## config.mk

```make
export PLATFORM = sky130hd
export DESIGN_NAME = pipe_if_stage
export DESIGN_NICKNAME = d
export VERILOG_FILES = /design/src/rtl/pipe_if_stage.sv
export SDC_FILE = /design/constraint.sdc
export NUM_CORES = 1
export LEC_CHECK = 0
export ABC_AREA = 1
export CORE_AREA = 2 2 152 125
export CTS_CLUSTER_DIAMETER = 50
export DETAILED_ROUTE_END_ITERATION = 10
export DIE_AREA = 0 0 154 127
export GPL_TIMING_DRIVEN = 1
export PLACE_DENSITY_LB_ADDON = 0.05
export SYNTH_ARGS = -nofsm -noshare
export SYNTH_HDL_FRONTEND = slang
export SYNTH_SLANG_ARGS = --single-unit
```

## constraint.sdc

```tcl
create_clock -name clock -period 2.7 [get_ports clock]
set_input_delay 0.54 -clock clock [delete_from_list [all_inputs] [get_ports clock]]
set_output_delay 0.54 -clock clock [all_outputs]
set_load 0.005 [all_outputs]
```

## src/rtl/pipe_if_stage.sv

```systemverilog
// Instruction-fetch stage with IF/ID pipeline register for the five-stage CPU.
// Owns the PC, fetches over a req/ready handshake, honours decode redirects and stalls.
module pipe_if_stage #(
  parameter logic [31:0] RESET_PC = 32'h0000_0000
) (
  input  logic        clock,
  input  logic        resetn,
  input  logic [1:0]  pcsource,
  input  logic [31:0] bpc,
  input  logic [31:0] da,
  input  logic [31:0] jpc,
  input  logic        wpcir,
  output logic        imem_req,
  output logic [31:0] imem_addr,
  input  logic [31:0] imem_rdata,
  input  logic        imem_ready,
  output logic [31:0] pc,
  output logic [31:0] inst,
  output logic [31:0] dpc4,
  output logic        dvalid,
  output logic        dbg_state,
  output logic        dbg_redir_pend,
  output logic [31:0] dbg_redir_tgt
);

  typedef enum logic {FETCH = 1'b0, HOLD = 1'b1} state_t;

  state_t      state_q, state_n;
  logic        req_en_q;
  logic [31:0] pc_q, pc_n;
  logic [31:0] inst_q, inst_n;
  logic [31:0] dpc4_q, dpc4_n;
  logic        dvalid_q, dvalid_n;
  logic [31:0] hold_q, hold_n;
  logic        pend_q, pend_n;
  logic [31:0] tgt_q, tgt_n;

  logic [31:0] pc4, sel_tgt, id_tgt, next_pc;
  logic        id_redirect, fetch_done;

  // Handshake: a fetch of imem_addr completes on a rising edge where
  // imem_req and imem_ready are both 1; imem_ready is ignored otherwise and
  // imem_addr stays put until the request completes.
  assign imem_req   = req_en_q & (state_q == FETCH);
  assign fetch_done = imem_req & imem_ready;

  always_comb begin
    pc4 = pc_q + 32'd4;
    case (pcsource)
      2'b01:   sel_tgt = bpc;
      2'b10:   sel_tgt = da;
      2'b11:   sel_tgt = jpc;
      default: sel_tgt = pc4;
    endcase
    id_tgt      = sel_tgt & 32'hFFFF_FFFC;
    id_redirect = dvalid_q & wpcir & (pcsource != 2'b00);
    // A live ID redirect beats a parked one; the parked one beats sequential.
    if (id_redirect)  next_pc = id_tgt;
    else if (pend_q)  next_pc = tgt_q;
    else              next_pc = pc4;
  end

  always_comb begin
    state_n  = state_q;
    pc_n     = pc_q;
    inst_n   = inst_q;
    dpc4_n   = dpc4_q;
    dvalid_n = dvalid_q;
    hold_n   = hold_q;
    pend_n   = pend_q;
    tgt_n    = tgt_q;
    case (state_q)
      FETCH: begin
        if (fetch_done) begin
          if (wpcir) begin
            inst_n   = imem_rdata;
            dpc4_n   = pc4;
            dvalid_n = 1'b1;
            pc_n     = next_pc;
            pend_n   = 1'b0;
          end else begin
            hold_n  = imem_rdata;
            state_n = HOLD;
          end
        end else if (wpcir) begin
          // Fetch still outstanding: park the redirect so it is not lost.
          if (id_redirect) begin
            pend_n = 1'b1;
            tgt_n  = id_tgt;
          end
          inst_n   = 32'h0;
          dvalid_n = 1'b0;
        end
      end
      HOLD: begin
        if (wpcir) begin
          inst_n   = hold_q;
          dpc4_n   = pc4;
          dvalid_n = 1'b1;
          pc_n     = next_pc;
          pend_n   = 1'b0;
          state_n  = FETCH;
        end
      end
      default: state_n = FETCH;
    endcase
  end

  always_ff @(posedge clock or negedge resetn) begin
    if (!resetn) begin
      state_q  <= FETCH;
      req_en_q <= 1'b0;
      pc_q     <= RESET_PC;
      inst_q   <= 32'h0;
      dpc4_q   <= 32'h0;
      dvalid_q <= 1'b0;
      hold_q   <= 32'h0;
      pend_q   <= 1'b0;
      tgt_q    <= 32'h0;
    end else begin
      state_q  <= state_n;
      req_en_q <= 1'b1;
      pc_q     <= pc_n;
      inst_q   <= inst_n;
      dpc4_q   <= dpc4_n;
      dvalid_q <= dvalid_n;
      hold_q   <= hold_n;
      pend_q   <= pend_n;
      tgt_q    <= tgt_n;
    end
  end

  assign imem_addr      = pc_q;
  assign pc             = pc_q;
  assign inst           = inst_q;
  assign dpc4           = dpc4_q;
  assign dvalid         = dvalid_q;
  assign dbg_state      = (state_q == HOLD);
  assign dbg_redir_pend = pend_q;
  assign dbg_redir_tgt  = tgt_q;

endmodule

```

==> run_results.csv <==
group,metric,value,unit
cells_and_area,drive_above_1_share,8.537,%
run_status,status,"completed",
global_route,grt_pass1_wl,46350,um
floorplanning,die_x,154,um
placement,port-buffer-count,283,
route,drc_errors,0,
sta,rsz0062_at_grt,"false",
placement,gp_routability_congestion,0.8925,
synth,ys_seq_area_share,44.60,%
power_and_ir_drop,power_leakage,5.707,nW
synth,async_reset_ff_share,100.0,%
sta,fin_tns_setup,0,ns
worst_hold_path,hold_class,"input pin to async pin",
synth,synth_largest_type_area_fraction,44.60,%
synth,synth_edf_count,0,
setup_path,worstPathMaxFanout,20,
clocking,clockBufferDepth,2,
sta,worst_pin_slew,0.6364,ns
sta,period_share,84.67,%
clocking,clk_pin_slew,0.07,ns
synth,synth_cells,1178,
clocking,cts_tree,"done",
sta,fin_skew,0.01084,ns
floorplanning,core,17890,um2
synth,ys_warn_count,0,
route,vias_per_cell,5.309,
synth,synth_area,8865,um2
floorplanning,ios,298,
power_and_ir_drop,ir_drop,0.5198,mV
cells_and_area,n_antenna_cell,0,
setup_path,cp.required,2.16,ns
sta,setup_viol,0,
sta,period_needed,2.286,ns
synth,synth-main-ff-cell,"dfrtp_1",
route,dr_total_vias,8808,
cells_and_area,syn2layout_area_growth,38.21,%
setup_path,crit_type,"flop to output pin",
synth,synth_top_cell_by_area,"dfrtp_1",
clocking,cts_inserted_buffers,17,
synth,post-synth-top-count-cell,"nand2_1",
synth,synth_commonest_cells,"390 x nand2_1, 158 x dfrtp_1, 88 x a21oi_1",
global_route,grt_max_degree,63,
clocking,clock_latency,0.43,ns
clocking,cts_setup_buffers,0,
global_route,grt-ovfl-total,0,
global_route,antenna_found_initial,0,
clocking,cts_max_level,4,
floorplanning,start_util,49.55,%
route,ant_nets,0,
setup_path,rrSetupSlack,0.55,ns
clocking,postCtsHoldBufs,0,
run,cap_violations,0,
synth,synth_cell_type_count,38,
route,wl_per_cell,17.58,um
clocking,clock-sinks,158,
global_route,first_global_vias,8416,
setup_path,cp-end-kind,"output pin",
floorplanning,dieArea,19560,um2
power_and_ir_drop,cellPowerDensity,827.9,nW/um2
cells_and_area,fin_cells,1659,
route,drt-total-wl,29160,um
cells_and_area,fin_nets,1551,
sta,slew_viol_final,0,
route,drtPass1Iterations,5,
synth,synth_area_per_cell,7.525,um2
placement,hpwl,21330,um
placement,dp.cells,1627,
sta,fmax,437.4,MHz
sta,max_slew_margin,57.53,%
setup_path,cp-start-kind,"flop",
clocking,ctsResizeCount,0,
route,dr.first_iter.drc_count,773,
floorplanning,row_count,44,
global_route,grt_usage,30.47,%
synth,synth_seq_cells,158,
sta,hold_violations,0,
clocking,root_buffer,"clkbuf_16",
floorplanning,die_y,127,um
synth,ys_top_cells_by_area,"dfrtp_1 45%, nand2_1 17%, a21oi_1 5.0%",
setup_path,arrival,1.75,ns
through the flow:
| stage | area [um2] | utilization, % | hold slack, ns | power (mW) | worst slack (ns) |
|---|---|---|---|---|---|
| after detailed placement | 11680 | 65.27 | 0.4592 | 7.750 | 0.2577 |
| after global placement | 11680 | 65.27 | 0.4543 | 7.670 | 0.2588 |
| after global routing | 12250 | 68.48 | 0.1225 | 10.75 | 0.3520 |
| after floorplan | 8891 | - | 0.2444 | 5.522 | 1.107 |
| final | 12250 | 68.48 | 0.06913 | 10.14 | 0.4139 |
| after CTS | 12250 | 68.48 | 0.09882 | 10.15 | 0.4041 |
where the power goes:
| group | total [mW] | switching (mW) | internal (mW) | leakage, nW |
|---|---|---|---|---|
| clock | 2.38 | 1.07 | 1.31 | 0.279 |
| sequential | 3.77 | 0.750 | 3.02 | 1.92 |
| combinational | 3.99 | 1.89 | 2.11 | 3.51 |
| total | 10.1 | 3.71 | 6.44 | 5.71 |
flip-flops by register name, indices dropped and copies added, names as in the netlist:
| signal | flops |
|---|---|
| hold_q | 32 |
| inst | 32 |
| dbg_redir_tgt | 30 |
| dpc4 | 30 |
| imem_addr | 30 |
| dbg_redir_pend | 1 |
| dbg_state | 1 |
| dvalid | 1 |
| req_en_q | 1 |
critical path, stage by stage (launching register included):
cell and delay, ns:
dfrtp_1 0.38, buf_4 0.22, nor2_2 0.17, clkdlybuf4s50_1 0.55
cells by family (layout without fill, tap and decap cells):
| kind of cell | Yosys count | in the layout | synth area share [%] |
|---|---|---|---|
| other | 2 | 9 | 0.08472 |
| buffers and inverters | 182 | 426 | 10.28 |
| xor gates and xnor gates | 14 | 14 | 1.637 |
| DFF | 158 | 158 | 44.60 |
| adders and majority gates | 1 | 1 | 0.1411 |
| AOI/OAI and AO/OA | 198 | 198 | 12.07 |
| and+or+nand+nor | 623 | 623 | 31.19 |
worst paths after layout:
path                                   start             to  depth (start not counted)
worst max register to register  imem_addr[2]  imem_addr[20]                         12
worst min-delay path                  resetn       inst[27]                          1
worst min register to register    hold_q[24]     hold_q[24]                          2
min in group clock                hold_q[24]     hold_q[24]                          2
max in group asynchronous             resetn        inst[3]                          2
worst max-delay path               dbg_state       imem_req                          3
metal layers:
metal	vias up	share of wire [%]	global-route usage (%)
met5	-	0	0
met4	0	1.8	7.971
met3	37	9.8	9.057
met2	421	44	46.27
met1	4113	44	42.94
li1	4237	-	-
layout by cell type, fill, tap and decap left out, types with 2 or more instances in the layout:
master	synthesis	final
and2_1	4	4
inv_6	0	7
nand2_4	5	5
o21ai_0	40	40
conb_1	2	9
dfrtp_1	158	158
nor2_8	3	3
buf_12	0	4
inv_2	9	9
clkbuf_16	0	17
o21ai_1	28	28
o211ai_1	9	9
nand3b_1	3	3
a21oi_1	88	88
inv_1	73	73
inv_8	0	3
clkinvlp_4	0	2
nand4_1	13	13
buf_4	41	23
a31oi_1	28	28
clkdlybuf4s50_1	0	282
nand2_1	390	390
xnor2_1	4	4
or2_2	2	2
nand3_2	7	7
nor2_4	9	9
nor2_1	83	82
inv_4	2	2
xor2_1	7	7
nand3_1	83	83
nor2_2	6	7
nand2_2	13	13
xor2_2	3	3
final cells by class:
type,instances,area (um2)
Fill cell,1519,5640
Multi-Input combinational cell,845,4029
Sequential cell,158,3954
Timing Repair Buffer,310,3087
Clock buffer,18,429.2
Inverter,84,320.3
Tap cell,230,287.8
Clock inverter,14,145.1
(Power assumes the default switching activity.)
